$ cat src/rtl/cpu_pkg.sv
// Shared encodings for the multicycle CPU write-back path: instruction
// write-back classes, sequencer states and register-file constants.
package cpu_pkg;

  typedef enum logic [1:0] {
    WB_ALU_R = 2'b00,
    WB_ALU_I = 2'b01,
    WB_LOAD  = 2'b10,
    WB_NOWB  = 2'b11
  } wb_class_e;

  typedef enum logic [1:0] {
    ST_IDLE     = 2'b00,
    ST_MEM_WAIT = 2'b01,
    ST_WRITE    = 2'b10
  } wb_state_e;

  localparam int REG_ADDR_W_DEF = 5;
  localparam int REG_ZERO       = 0;

endpackage

$ cat src/rtl/wb_timeout_cnt.sv
// MEM_WAIT cycle counter: clears while not waiting, counts waiting cycles and
// flags the cycle that is the TIMEOUT_CYC-th one spent waiting.
module wb_timeout_cnt #(
  parameter int TIMEOUT_CYC = 16
) (
  input  logic clk,
  input  logic rst_n,
  input  logic clr_i,
  input  logic en_i,
  output logic tc_o
);

  localparam int CNT_W = $clog2(TIMEOUT_CYC + 1);

  logic [CNT_W-1:0] cnt_q, cnt_d;

  always_comb begin
    cnt_d = cnt_q;
    if (clr_i) begin
      cnt_d = '0;
    end else if (en_i && (cnt_q != CNT_W'(TIMEOUT_CYC))) begin
      cnt_d = cnt_q + CNT_W'(1);
    end
  end

  always_ff @(posedge clk) begin
    if (!rst_n) begin
      cnt_q <= '0;
    end else begin
      cnt_q <= cnt_d;
    end
  end

  // Current cycle completes the TIMEOUT_CYC-th wait cycle.
  assign tc_o = en_i && (cnt_q == CNT_W'(TIMEOUT_CYC - 1));

endmodule

$ cat src/rtl/wb_sequencer.sv
// Write-back sequencer for the multicycle CPU: drives MemToReg/RegWrite/write_reg.
// Optional MEM_WAIT abort timer enabled by defining WB_TIMEOUT_EN.
module wb_sequencer
  import cpu_pkg::*;
#(
  parameter int REG_ADDR_W  = REG_ADDR_W_DEF,
  parameter int TIMEOUT_CYC = 16
) (
  input  logic                  clk,
  input  logic                  rst_n,
  input  logic                  start,
  input  logic [1:0]            wb_class,
  input  logic [REG_ADDR_W-1:0] rt,
  input  logic [REG_ADDR_W-1:0] rd,
  input  logic                  mem_ready,
  input  logic                  flush,
  output logic                  MemToReg,
  output logic                  RegWrite,
  output logic [REG_ADDR_W-1:0] write_reg,
  output logic                  busy,
  output logic                  done,
  output logic                  timeout_err
);

  wb_state_e             state_q, state_d;
  logic [REG_ADDR_W-1:0] write_reg_q, write_reg_d;
  logic                  memtoreg_q, memtoreg_d;
  logic                  regwrite_q, regwrite_d;
  logic                  done_q, done_d;
  logic                  busy_q, busy_d;
  logic                  terr_q, terr_d;
  logic                  tmo_hit;
  wb_class_e             cls;

  assign cls = wb_class_e'(wb_class);

`ifdef WB_TIMEOUT_EN
  logic waiting;
  assign waiting = (state_q == ST_MEM_WAIT);

  wb_timeout_cnt #(
    .TIMEOUT_CYC(TIMEOUT_CYC)
  ) u_timeout_cnt (
    .clk  (clk),
    .rst_n(rst_n),
    .clr_i(!waiting),
    .en_i (waiting),
    .tc_o (tmo_hit)
  );
`else
  logic unused_cfg;
  assign unused_cfg = (TIMEOUT_CYC > 0);
  assign tmo_hit    = 1'b0;
`endif

  always_comb begin
    state_d     = state_q;
    write_reg_d = write_reg_q;
    memtoreg_d  = memtoreg_q;
    regwrite_d  = 1'b0;
    done_d      = 1'b0;
    terr_d      = terr_q;
    case (state_q)
      ST_IDLE: begin
        if (start && !flush) begin
          write_reg_d = (cls == WB_ALU_R) ? rd : rt;
          if (cls == WB_LOAD) begin
            state_d = ST_MEM_WAIT;
          end else begin
            state_d    = ST_WRITE;
            memtoreg_d = 1'b0;
            done_d     = 1'b0 | 1'b1;
            regwrite_d = (cls != WB_NOWB) &&
                         (write_reg_d != REG_ADDR_W'(REG_ZERO));
          end
        end
      end
      ST_MEM_WAIT: begin
        // flush beats mem_ready; mem_ready beats the timeout.
        if (flush) begin
          state_d = ST_IDLE;
        end else if (mem_ready) begin
          state_d    = ST_WRITE;
          memtoreg_d = 1'b1;
          done_d     = 1'b1;
          regwrite_d = (write_reg_q != REG_ADDR_W'(REG_ZERO));
        end else if (tmo_hit) begin
          state_d = ST_IDLE;
          done_d  = 1'b1;
          terr_d  = 1'b1;
        end
      end
      ST_WRITE: state_d = ST_IDLE;
      default:  state_d = ST_IDLE;
    endcase
    busy_d = (state_d != ST_IDLE);
  end

  always_ff @(posedge clk) begin
    if (!rst_n) begin
      state_q     <= ST_IDLE;
      write_reg_q <= '0;
      memtoreg_q  <= 1'b0;
      regwrite_q  <= 1'b0;
      done_q      <= 1'b0;
      busy_q      <= 1'b0;
      terr_q      <= 1'b0;
    end else begin
      state_q     <= state_d;
      write_reg_q <= write_reg_d;
      memtoreg_q  <= memtoreg_d;
      regwrite_q  <= regwrite_d;
      done_q      <= done_d;
      busy_q      <= busy_d;
      terr_q      <= terr_d;
    end
  end

  assign MemToReg    = memtoreg_q;
  assign RegWrite    = regwrite_q;
  assign write_reg   = write_reg_q;
  assign busy        = busy_q;
  assign done        = done_q;
  assign timeout_err = terr_q;

endmodule
$ cat config.mk
export PLATFORM = sky130hd
export DESIGN_NAME = wb_sequencer
export DESIGN_NICKNAME = d
export VERILOG_FILES = /design/src/rtl/cpu_pkg.sv /design/src/rtl/wb_timeout_cnt.sv /design/src/rtl/wb_sequencer.sv
export SDC_FILE = /design/constraint.sdc
export NUM_CORES = 1
export LEC_CHECK = 0
export CAP_MARGIN = 5
export CORE_MARGIN = 2
export CORE_UTILIZATION = 37
export DETAILED_ROUTE_END_ITERATION = 12
export GPL_ROUTABILITY_DRIVEN = 1
export PLACE_DENSITY = 0.79
export SLEW_MARGIN = 10
export SYNTH_ARGS = -nofsm -noshare
export SYNTH_HDL_FRONTEND = slang
export SYNTH_SLANG_ARGS = --single-unit
$ cat constraint.sdc
create_clock -name clk -period 1.6 [get_ports clk]
set_input_delay 0.32 -clock clk [delete_from_list [all_inputs] [get_ports clk]]
set_output_delay 0.32 -clock clk [all_outputs]
set_load 0.02 [all_outputs]
; Yosys cells after proc, flatten, opt, wreduce, memory -nomap -nowiden
; Cells that the tools add are included.
[totals]
regBits = 11
out_inout_bits = 10
wordCells = 45
inputBits = 17
[op_classes]
mux = 21
n_eq_ne = 7
n_reduce_logical = 11
[ops]
columns = op, count
row1 = $mux W1, 12
row2 = $ne A2 B2 Y1 const B, 5
row3 = $reduce_bool A5 Y1, 2
row4 = $mux W2, 4
row5 = $pmux W1 S2, 3
row6 = $mux W5, 1
row7 = $reduce_and A5 Y1, 1
row8 = $logic_not A2 Y1, 2
row9 = $pmux W2 S2, 1
row10 = $reduce_bool A2 Y1, 2
row11 = $eq A2 B1 Y1 const B, 1
row12 = $eq A2 B2 Y1 const B, 1
row13 = $logic_and A1 B1 Y1, 2
row14 = $reduce_and A2 Y1, 1
row15 = $logic_not A1 Y1, 1

; Logic depth before layout (Yosys ltp)
; Gate-level depths: netlist of run 1.
[depth]
ltp_word = 7
depth_mapped = 4
mapped_depth_nobuf = 3

; Worst setup path before layout of run 1
; No wires, ideal clock.
[synth_path]
kind = flip-flop to flip-flop
startpoint = reg state_q[1]
endpoint = reg regwrite_q (netlist: RegWrite)
n_path_buf = 0
t_arrival_ns = 1.124
setup_ns = 0.087
path_stages_with_launch = 4
setup_slack_ns = 0.389
period_less_slack_ns = 1.211
required_ns = 1.513
cell_sequence = dfxtp_1 nand2b_1 or4_1 o31ai_1
[synth_between]
elab_chain_cells = 2
elab_cells_between_ends = 3
classes_between = eq/ne (1) / mux (1) / reduce/logical (1)
[synth_rtl]
columns = element, line
row1 = start: declaration, wb_sequencer.sv:25  ; wb_state_e state_q, state_d;
row2 = start signal: assignment, wb_sequencer.sv:109  ; state_q <= state_d;
row3 = $eq A2 B1 Y1 or $logic_not A2 Y1 (tied branches), wb_sequencer.sv:63  ; case (state_q)
row4 = $pmux W1 S2 (*), wb_sequencer.sv:63
row5 = end signal: assignment, wb_sequencer.sv:112  ; regwrite_q <= regwrite_d;
row6 = end: declaration, wb_sequencer.sv:28  ; logic regwrite_q, regwrite_d;
; Mark *: on every way between the ends. The rest lies on a longest branch, timed or not.
; A chain may end at the register's enable or synchronous reset.

; Worst setup path after layout of run 1
[layout_path]
startpoint = reg write_reg_q[2] (netlist: write_reg[2])
endpoint = out write_reg[2]
[layout_rtl]
columns = element, line
row1 = start: declaration, wb_sequencer.sv:26  ; logic [REG_ADDR_W-1:0] write_reg_q, write_reg_d;
row2 = start signal: assignment, wb_sequencer.sv:110  ; write_reg_q <= write_reg_d;
row3 = end: declaration, wb_sequencer.sv:19  ; output logic [REG_ADDR_W-1:0] write_reg,
; No word-level cell between the ends.

==> out/metrics.csv, run 1 <==
stage,metric,value,unit
floorplanning,num_rows,13,
cells_and_area,drive_above_1_share,14.3,%
route,remaining_drc_errors,0,
yosys,yosys_register_bits,11,
sta,finalSetupViolCount,0,
yosys,synth.distinct_cells,19,
floorplanning,die_h,41.8,um
worst_hold_path,hold_class,in -> reg,
cts,cts_setup_buffers,0,
cells_and_area,final_common_cell,clkdlybuf4s50_1,
cts,cts_max_path_buffers,2,
setup_path,worst_setup_path_start_kind,flop,
placed_design,gp_congestion,0.808,
cells_and_area,layout_common_cells,"clkdlybuf4s50_1, dfxtp_1, nor2_1, buf_4",
yosys,syn_inst,61,
floorplanning,coreArea,1320,um^2
global_route,grt_start_max_net_pins,8,
setup_path,r2r-start,state_q[0],
power_and_ir_drop,power_density,739,nW/um^2
yosys,synth_nets,78,
sta,hold_violations,0,
setup_path,cp-end-kind,output port,
sta,rsz0062_at_grt,no,
cts,cts_made_buffers,3,
global_route,grt_pass1_vias,630,
sta,clock.fmax,645,MHz
route,via_per_inst,5.65,
sta,period_share,96.9,%
global_route,grt_pass1_wl,2.66,mm
placed_design,dp_hpwl,1.26,mm
sta,finalSetupTns,0,ns
setup_path,crit_start,write_reg[2],
setup_path,cpMaxStageDelayCell,clkdlybuf4s50_1,
setup_path,max_stage_delay,0.61,ns
global_route,antenna_found_initial,0,
yosys,synth.avg_cell_area,8.68,um^2
placed_design,place_ws,-0.204,ns
route,vias,638,
route,drt-pass1-iter-count,4,
cts,clk_pin_slew_worst_paths,0.07,ns
cts,clk-insertion-delay-late,0.28,ns
cells_and_area,area_delta_synth_final,69.5,%
global_route,track_usage,20.7,%
run_status,outcome,finished clean,
yosys,synth_warnings,0,
cells_and_area,nNetsFinal,116,
cells_and_area,diodes,0,
setup_path,cp_max_fo,3,
cells_and_area,largest_reg_flops,5,
run,maxCapViolCount,0,
power_and_ir_drop,p_leak,0.421,nW
power_and_ir_drop,fin_total_pwr,663,uW
sta,worst_slack,0.0491,ns
setup_path,crit_buf_inv,1,
route,wire_per_inst,14.1,um
cts,htreeDepth,1,
route,drtAntennaViolNets,0,
power_and_ir_drop,ir_drop,424,uV
floorplanning,die_w,41.8,um
sta,drv_slew,0,
floorplanning,initial_core_util,40.2,%
yosys,netlist_area,529,um^2
cts,cts.sinks,11,
placed_design,port_buffers,25,
floorplanning,dieArea,1750,um^2
global_route,grt_remaining_overflow,0,
setup_path,required,1.28,ns
route,drtIter0Drc,27,
sta,worst_clock_skew,0.00385,ns
setup_path,crit_arrival,1.23,ns
setup_path,crit_chain,clkdlybuf4s50_1,
setup_path,critPathTopFamily,buffers and inverters,
yosys,ys_seq_area_share,41.6,%
route,finalWirelength,1.60,mm
sta,period_needed,1.55,ns
cts,cts_tree,yes,
setup_path,worstSetupPathType,reg -> out,
cts,cts_root_buf,clkbuf_4,
worst_hold_path,hp-start,flush,
floorplanning,ios,27,
-- power breakdown --
part | switching [mW] | total [mW] | internal [mW]
Combinational | 0.0726 | 0.165 | 0.0920
Clock | 0.104 | 0.201 | 0.0969
Sequential | 0.00975 | 0.297 | 0.288
Total | 0.186 | 0.663 | 0.476
-- metal layers --
metal | track usage (%) | vias up | share of wire, %
met5 | 0 | - | 0
met3 | 5.65 | 5 | 7.1
met2 | 33.8 | 32 | 52
li1 | - | 304 | -
met1 | 22.2 | 297 | 38
met4 | 16.8 | 0 | 2.9
-- area by class of cell --
class / instances / area (um^2)
Timing Repair Buffer: 35 / 338
Sequential cell: 11 / 220
Inverter: 2 / 7.51
Clock buffer: 4 / 26.3
Multi-Input combinational cell: 46 / 287
Tap cell: 15 / 18.8
Fill cell: 108 / 420
-- synth_stat cells, drive strengths merged --
cell | count | share of area, %
dfxtp | 11 | 42
nor2 | 10 | 7.1
a311oi | 5 | 8.3
nand2 | 5 | 3.5
o21ai | 5 | 4.7
nand2b | 4 | 4.7
nor3 | 4 | 3.8
or4 | 3 | 4.3
a221oi | 2 | 3.3
buf | 2 | 2.8
inv | 2 | 1.4
a211o | 1 | 1.7
a2bb2oi | 1 | 1.7
conb | 1 | 0.71
nand3b | 1 | 1.4
nor2b | 1 | 1.2
nor4b | 1 | 4.5
o211a | 1 | 1.9
o31ai | 1 | 1.4
-- path summary, 6_finish.rpt --
path / to / slack [ns] / cells after the start
setup / recovery: write_reg[2] / 0.05 / 1
hold reg to reg: MemToReg / 0.50 / 1
hold / removal: busy / 0.38 / 2
setup reg to reg: write_reg[1] / 0.23 / 4
-- kinds of logic after synthesis --
group	after synthesis	share of synthesized area, %
AO/OA/AOI/OAI	16	22.9
buffers and inverters	4	4.26
other	1	0.709
AND/OR/NAND/NOR	29	30.5
flip-flops	11	41.6
-- per-stage QoR --
step                instances  instance area, um^2  util (%)  hold slack, ns
detailed placement        109                  858      65.1           0.489
floorplan                  61                  529         -           0.399
finish                    113                  897      68.1           0.382
global route              113                  897      68.1           0.417
CTS                       113                  885      67.1           0.507
global placement          109                  858      65.1           0.482
-- what timing repair did --
item,4_1_cts,5_1_grt
setup endpoints to repair,0,5
resized for setup,0,5
hold buffers,0,0
(Power assumes the default switching activity.)
==> run 2, diff against run 1 <==
--- a/config.mk
+++ b/config.mk
@@ -11,6 +11,7 @@
 export DETAILED_ROUTE_END_ITERATION = 12
 export GPL_ROUTABILITY_DRIVEN = 1
 export PLACE_DENSITY = 0.79
+export REMOVE_ABC_BUFFERS = 1
 export SLEW_MARGIN = 10
 export SYNTH_ARGS = -nofsm -noshare
 export SYNTH_HDL_FRONTEND = slang
==> run 2 against run 1 <==
Utilization is 1.1 points lower. Clock skew is 0.0032 ns lower. Register-to-register slack hardly changed. Cell count is 1.8% lower. Combinational power is 4% lower. Sequential power hardly changed. Via count is 7.5% lower. Critical path depth stayed put. Power is 3.6% lower. First-iteration DRC count is 63% lower. Sequential cell count stayed put.
==> out/metrics.csv, run 2 (synthesis gave the netlist of run 1 again) <==
stage,metric,value,unit
power_and_ir_drop,comb_power_share,24.7,%
sta,worst_slack,0.0519,ns
route,remaining_drc_errors,0,
route,wire_per_inst,12.5,um
floorplanning,num_rows,13,
setup_path,cp-end-kind,output port,
setup_path,required,1.28,ns
cts,htreeDepth,1,
sta,worst_clock_skew,0.000681,ns
global_route,grt_start_max_net_pins,9,
cells_and_area,largest_reg_flops,5,
power_and_ir_drop,switching_share,26.0,%
power_and_ir_drop,p_clk_share,28.7,%
sta,period_needed,1.55,ns
route,drt-pass1-iter-count,4,
cts,cts.sinks,11,
cells_and_area,drive_above_1_share,12.5,%
floorplanning,dieArea,1750,um^2
route,vias,590,
route,finalWirelength,1.39,mm
cts,clk_pin_slew_worst_paths,0.06,ns
global_route,grt_remaining_overflow,0,
setup_path,worst_setup_path_start_kind,flop,
setup_path,worstSetupPathType,reg -> out,
cells_and_area,area_delta_synth_final,66.7,%
global_route,grt_pass1_vias,596,
setup_path,max_stage_delay,0.61,ns
power_and_ir_drop,pwr-share-seq,46.6,%
sta,drv_slew,0,
power_and_ir_drop,p_int,473,uW
floorplanning,initial_core_util,40.2,%
run,maxCapViolCount,0,
cells_and_area,fin_area,882,um^2
sta,finalSetupViolCount,0,
sta,clock.fmax,646,MHz
cts,cts_max_path_buffers,2,
power_and_ir_drop,ir_drop,506,uV
cts,cts_setup_buffers,0,
global_route,antenna_found_initial,0,
placed_design,dp_hpwl,1.14,mm
cells_and_area,nNetsFinal,114,
placed_design,dpl_cell_area,843,um^2
setup_path,crit_buf_inv,1,
setup_path,cpMaxStageDelayCell,clkdlybuf4s50_1,
setup_path,crit_arrival,1.23,ns
cts,clk-insertion-delay-late,0.27,ns
floorplanning,die_h,41.8,um
power_and_ir_drop,power_density,724,nW/um^2
route,via_per_inst,5.32,
route,drtAntennaViolNets,0,
floorplanning,coreArea,1320,um^2
placed_design,gp_congestion,0.815,
route,drtIter0Drc,10,
cts,cts_made_buffers,3,
worst_hold_path,hold_class,in -> reg,
placed_design,place_ws,-0.218,ns
floorplanning,die_w,41.8,um
power_and_ir_drop,p_sw,166,uW
cts,cts_tree,yes,
global_route,grt_pass1_wl,2.42,mm
floorplanning,ios,27,
setup_path,cp_max_fo,3,
placed_design,port_buffers,25,
sta,hold_violations,0,
sta,period_share,96.8,%
cells_and_area,final_common_cell,clkdlybuf4s50_1,
sta,rsz0062_at_grt,no,
cells_and_area,diodes,0,
setup_path,crit_chain,clkdlybuf4s50_1,
setup_path,critPathTopFamily,buffers and inverters,
global_route,track_usage,18.2,%
cells_and_area,num-fill-cells,110,
power_and_ir_drop,p_leak,0.411,nW
cells_and_area,layout_common_cells,"clkdlybuf4s50_1, dfxtp_1, nor2_1",
cts,cts_root_buf,clkbuf_4,
run_status,outcome,finished clean,
-- run 2: cell count changes in the layout (fill, tap and decap cells not counted), sizes merged --
cell	previous run	this run
buf	10	8
-- run 2: area by class of cell --
cell class                 instances  area, um^2  share of cell area [%]
tap                               15        18.8                    2.13
timing repair buffer              33         323                    36.6
multi-input combinational         46         287                    32.5
sequential                        11         220                    25.0
clock buffer                       4        26.3                    2.98
inverter                           2        7.51                   0.851
-- run 2: through the flow --
step / utilization [%] / setup TNS [ns] / cells / hold WS [ns] / total power [mW]
after floorplan: - / 0 / 59 / 0.399 / 0.363
after global placement: 64.0 / -0.742 / 107 / 0.486 / 0.460
after detailed placement: 64.0 / -1.15 / 107 / 0.487 / 0.464
after CTS: 66.0 / 0 / 111 / 0.508 / 0.652
after global routing: 67.0 / 0 / 111 / 0.378 / 0.678
final: 67.0 / 0 / 111 / 0.383 / 0.639
-- run 2: path summary, 6_finish.rpt --
| path | startpoint | to | slack [ns] | depth (start not counted) |
|---|---|---|---|---|
| worst max register to register | state_q[0] | write_reg[0] | 0.23 | 4 |
| worst min-delay path | flush | busy | 0.38 | 2 |
| worst max-delay path | write_reg[2] | write_reg[2] | 0.05 | 1 |
| worst min register to register | MemToReg | MemToReg | 0.51 | 1 |
-- run 2: repair_timing --
action	CTS	global route
resized for setup	0	5
endpoints found under the setup margin	0	6
hold buffers	0	0
-- run 2: per-layer routing --
| layer | track usage [%] | share of wire (%) | vias to the layer above |
|---|---|---|---|
| li1 | - | - | 299 |
| met1 | 19.5 | 42 | 265 |
| met2 | 31.3 | 49 | 20 |
| met3 | 7.39 | 5.6 | 6 |
| met4 | 7.74 | 3.2 | 0 |
| met5 | 0 | 0 | - |
-- run 2: power by group through the flow --
stage | Combinational [mW] | Sequential (mW) | Clock, mW
after floorplan | 0.0451 | 0.318 | 0
after global placement | 0.157 | 0.304 | 0
final | 0.158 | 0.298 | 0.184
after CTS | 0.159 | 0.298 | 0.194
after global routing | 0.172 | 0.300 | 0.206
after detailed placement | 0.159 | 0.305 | 0
==> variant 1 (config.mk and constraints of run 2) <==
The 3 states of `wb_state_e` get a one-hot encoding in 3 bits.
--- a/src/rtl/cpu_pkg.sv
+++ b/src/rtl/cpu_pkg.sv
@@ -9,10 +9,10 @@
     WB_NOWB  = 2'b11
   } wb_class_e;
 
-  typedef enum logic [1:0] {
-    ST_IDLE     = 2'b00,
-    ST_MEM_WAIT = 2'b01,
-    ST_WRITE    = 2'b10
+  typedef enum logic [2:0] {
+    ST_IDLE     = 3'b001,
+    ST_MEM_WAIT = 3'b010,
+    ST_WRITE    = 3'b100
   } wb_state_e;
 
   localparam int REG_ADDR_W_DEF = 5;
Check against the original RTL: same outputs for any inputs over 10 cycles, from zero or initial values and one cycle with rst_n low; not proved beyond that.
==> variant 1 against run 2 <==
- first-iteration DRC count is 20% higher
- sequential cell count is 1 higher
- power is 11% higher
- hold slack better by 140 ps
- setup slack better by 33 ps
- area after synthesis is 4.7% higher
- cell area is 1.3% higher
- routed wire length is 2.2% lower
- critical path type unchanged
==> variant 1: results (changes against run 2) <==
| Metric | Value |
|---|---|
| Hold Path Class | `reg2reg (was in2reg)` |
| Status | `complete, no violations (unchanged)` |
| Post-Route Skew | `9.53 ps (was 0.681 ps)` |
| Met1 Resource Use GR | `19.4% (was 19.5%)` |
| M2 GR Usage | `30.9% (was 31.3%)` |
| Hold Path End | `write_reg[1] (was busy)` |
| Synth top area cells | `dfxtp_1 (43%), o211a_1 (9.0%), o21ai_0 (5.4%) (was dfxtp_1 (42%), a311oi_1 (8.3%), nor2_1 (7.1%))` |
| Post-synth cell types | `27 (was 19)` |
| RR Startpoint | `state_q[0] (unchanged)` |
| Dpl cell area | `845 um2 (was 843 um2)` |
| Setup crit end | `MemToReg (was write_reg[2])` |
| Crit-path max cell delay | `roughly 600 ps` |
| Drt via density | `5.22 (was 5.32)` |
| Hold Crit Start | `write_reg[1] (was flush)` |
| WL met2 | `663 um (was 676 um)` |
| Detailed Route Iter0 Violations | `12 (was 10)` |
| Placed Instances | `106 (was 107)` |
| CP Launch Point | `MemToReg (was write_reg[2])` |
| Hold slack | `527 ps (was 383 ps)` |
| Metal-1 WL | `607 um (was 588 um)` |
| Post-place setup slack | `-160 ps (was -218 ps)` |
| Part of the Yosys area used for sequential elements | `43.3% (was 41.6%)` |
| Fmax | `660 MHz (was 646 MHz)` |
| Post_cts resized | `0 (unchanged)` |
| Largest net degree at the start of global routing | `12 (was 9)` |
| Synth top cells by count | `dfxtp_1 (12), nand2_1 (7), o21ai_0 (6) (was dfxtp_1 (11), nor2_1 (10), a311oi_1 (5), nand2_1 (5), o21ai_0 (5))` |
| Gpl congestion | `0.753 (was 0.815)` |
| Met3 wire len | `77 um (was 78 um)` |
| Cells after Synth | `64 (was 61)` |
| GR Util met3 | `8.51% (was 7.39%)` |
| Crit path DAT | `1200 ps (was 1230 ps)` |
| GRT Total Usage | `17.8% (was 18.2%)` |
| Global-route wire length before repair | `2470 um (was 2420 um)` |
| Crit path max fanout | `2 (was 3)` |
| DR vias | `574 (was 590)` |
| Worst flop-to-flop path endpoint | `RegWrite (was write_reg[0])` |
| Cell depth of the worst min-delay path | `1 (was 2)` |
| Final HPWL DP | `1080 um (was 1140 um)` |
variant 1: cell types whose count changed in the layout (fill, tap and decap cells not counted), moves of 3 or more:
| cell | delta |
|---|---|
| nand3_1 | +5 |
| nand2b_1 | -3 |
| o211a_1 | +4 |
| nor2_1 | -9 |
| a311oi_1 | -5 |
| buf_4 | -3 |
| nor3_1 | -3 |
variant 1: power by group:
group / switching (uW) / internal (uW)
clock network: 105 / 138
logic: 63.7 / 82.8
registers: 8.74 / 313
total: 178 / 534
variant 1: layout make-up:
cell class	count	area, um2	share of cell area (%)
well taps	15	18.8	2.10
flip-flops and latches	12	240	26.9
repair buffers	30	300	33.6
clock buffers	4	36.3	4.06
multi-input cells	48	294	32.9
inverters	1	3.75	0.420
variant 1: cells by family after synthesis:
logic type | count (synthesis) | synth area share, %
other cells | 1 | 0.677
simple gates | 29 | 29.3
xor+xnor | 1 | 1.58
buf+inv | 4 | 3.61
compound gates | 17 | 21.4
flops | 12 | 43.3
==> variant 2 (config.mk and constraints of run 2) <==
Made on the original files. The package constant `REG_ADDR_W_DEF` goes from 5 to 6.
--- a/src/rtl/cpu_pkg.sv
+++ b/src/rtl/cpu_pkg.sv
@@ -15,7 +15,7 @@
     ST_WRITE    = 2'b10
   } wb_state_e;
 
-  localparam int REG_ADDR_W_DEF = 5;
+  localparam int REG_ADDR_W_DEF = 6;
   localparam int REG_ZERO       = 0;
 
 endpackage
Ports: changed (resized rd, rt and write_reg); port bits go from 27 to 30. No check against the original RTL was run, so the function may have changed too.
==> variant 2 against run 2 <==
- first-iteration DRC count rose by 10%
- routed wire length rose by 10%
- final cell count rose by 5.4%
- cell area rose by 9.2%
- sequential cell count rose by 1
- combinational power rose by 12%
- hold slack improved by 120 ps
- setup slack got worse by 5.5 ps
- critical path type unchanged
- area after synthesis rose by 14%
- sequential share of layout area barely moved
- global-route usage fell by 0.25 points
- largest cell class unchanged
- non-clock buffer count rose by 4
- power rose by 6.5%
- highest routed layer unchanged
==> variant 2: results (changes against run 2) <==
| Metric | Value |
|---|---|
| Nets | `122 (was 114)` |
| Detailed Route Iter0 Violations | `11 (was 10)` |
| Drt via density | `5.26 (was 5.32)` |
| Peak supply drop | `0.619 mV (was 0.506 mV)` |
| Crit path max fanout | `3 (unchanged)` |
| Hold Path Class | `reg2reg (was in2reg)` |
| Part of the Yosys area used for sequential elements | `39.8% (was 41.6%)` |
| Synth top cells by count | `dfxtp_1 (12), o211a_1 (8), nand3_1 (7) (was dfxtp_1 (11), nor2_1 (10), a311oi_1 (5), nand2_1 (5), o21ai_0 (5))` |
| GRT Total Usage | `18.0% (was 18.2%)` |
| Diode count | `0 (unchanged)` |
| P&R area growth vs syn | `59.8% (was 66.7%)` |
| Initial DRT Pass Iterations | `4 (unchanged)` |
| Final HPWL DP | `1190 um (was 1140 um)` |
| Largest net degree at the start of global routing | `10 (was 9)` |
| Post-synth cell types | `23 (was 19)` |
| Layout cells sized above 1 | `14.9% (was 12.5%)` |
| Leakage | `0.000494 uW (was 0.000411 uW)` |
| DR vias | `615 (was 590)` |
| Compound-gate portion of the synthesized area | `27.2% (was 22.9%)` |
| Total number of H-tree levels | `1 (unchanged)` |
| Number of global-route vias before repair | `591 (was 596)` |
| Cells after Synth | `66 (was 61)` |
| Multiplexer area fraction after synthesis | `1.66% (was 0%)` |
| Max reg flops | `6 (was 5)` |
| Post-place setup slack | `-119 ps (was -218 ps)` |
| Port bufs | `28 (was 25)` |
| Dpl cell area | `933 um2 (was 843 um2)` |
| Filler cells | `126 (was 110)` |
| Global-route wire length before repair | `2520 um (was 2420 um)` |
| Gpl congestion | `0.811 (was 0.815)` |
| Placed Instances | `114 (was 107)` |
| Post-Route Skew | `2.55 ps (was 0.681 ps)` |
| Wire per inst | `13.1 um (was 12.5 um)` |
| Status | `complete, no violations (unchanged)` |
| Synth top area cells | `dfxtp_1 (40%), o211a_1 (13%), nand3_1 (5.8%) (was dfxtp_1 (42%), a311oi_1 (8.3%), nor2_1 (7.1%))` |
## variant 2: cell count changes after synthesis, moves of 3 or more
cell,change
nand3_1,+7
a311oi_1,-5
nor2_1,-8
a21oi_1,+4
o211a_1,+7
nand2b_1,-3
nor3_1,-4
## variant 2: final timing paths
check,cells after the start,slack (ps),endpoint,from
hold / removal,1,510,MemToReg,MemToReg
setup reg to reg,3,320,RegWrite,write_reg[4]
hold reg to reg,1,510,MemToReg,MemToReg
setup / recovery,1,50,write_reg[0],write_reg[0]
## variant 2: power breakdown
group,switching (uW),internal [uW],total [uW]
Clock,92.4,87.1,180
Sequential,10.3,314,325
Combinational,75.4,101,177
## variant 2: metal layers
metal | up-vias | global-route usage, % | wire length (um)
met5 | - | 0 | 0
met4 | 0 | 14.5 | 80
met3 | 8 | 4.49 | 93
met2 | 22 | 24.4 | 633
met1 | 268 | 23.8 | 725
li1 | 317 | - | -
## variant 2: cells by family (layout without fill, tap and decap cells)
family	Yosys count	in the layout
AOI/OAI and AO/OA	22	22
buffers and inverters	6	41
DFF	12	12
muxes	1	1
other	1	1
and+or+nand+nor	24	24
## variant 2: stage by stage
step	utilization (%)	TNS (ps)
final	63.2	0
after global routing	63.2	0
after CTS	62.7	0
after detailed placement	61.2	-163
after global placement	61.2	-137
after floorplan	-	0
## variant 2: area by class of cell
type | count | area share, %
tap | 16 | 2.08
multi-input combinational | 48 | 33.4
inverter | 1 | 0.390
clock buffer | 3 | 2.34
timing repair buffer | 37 | 36.9
sequential | 12 | 24.9
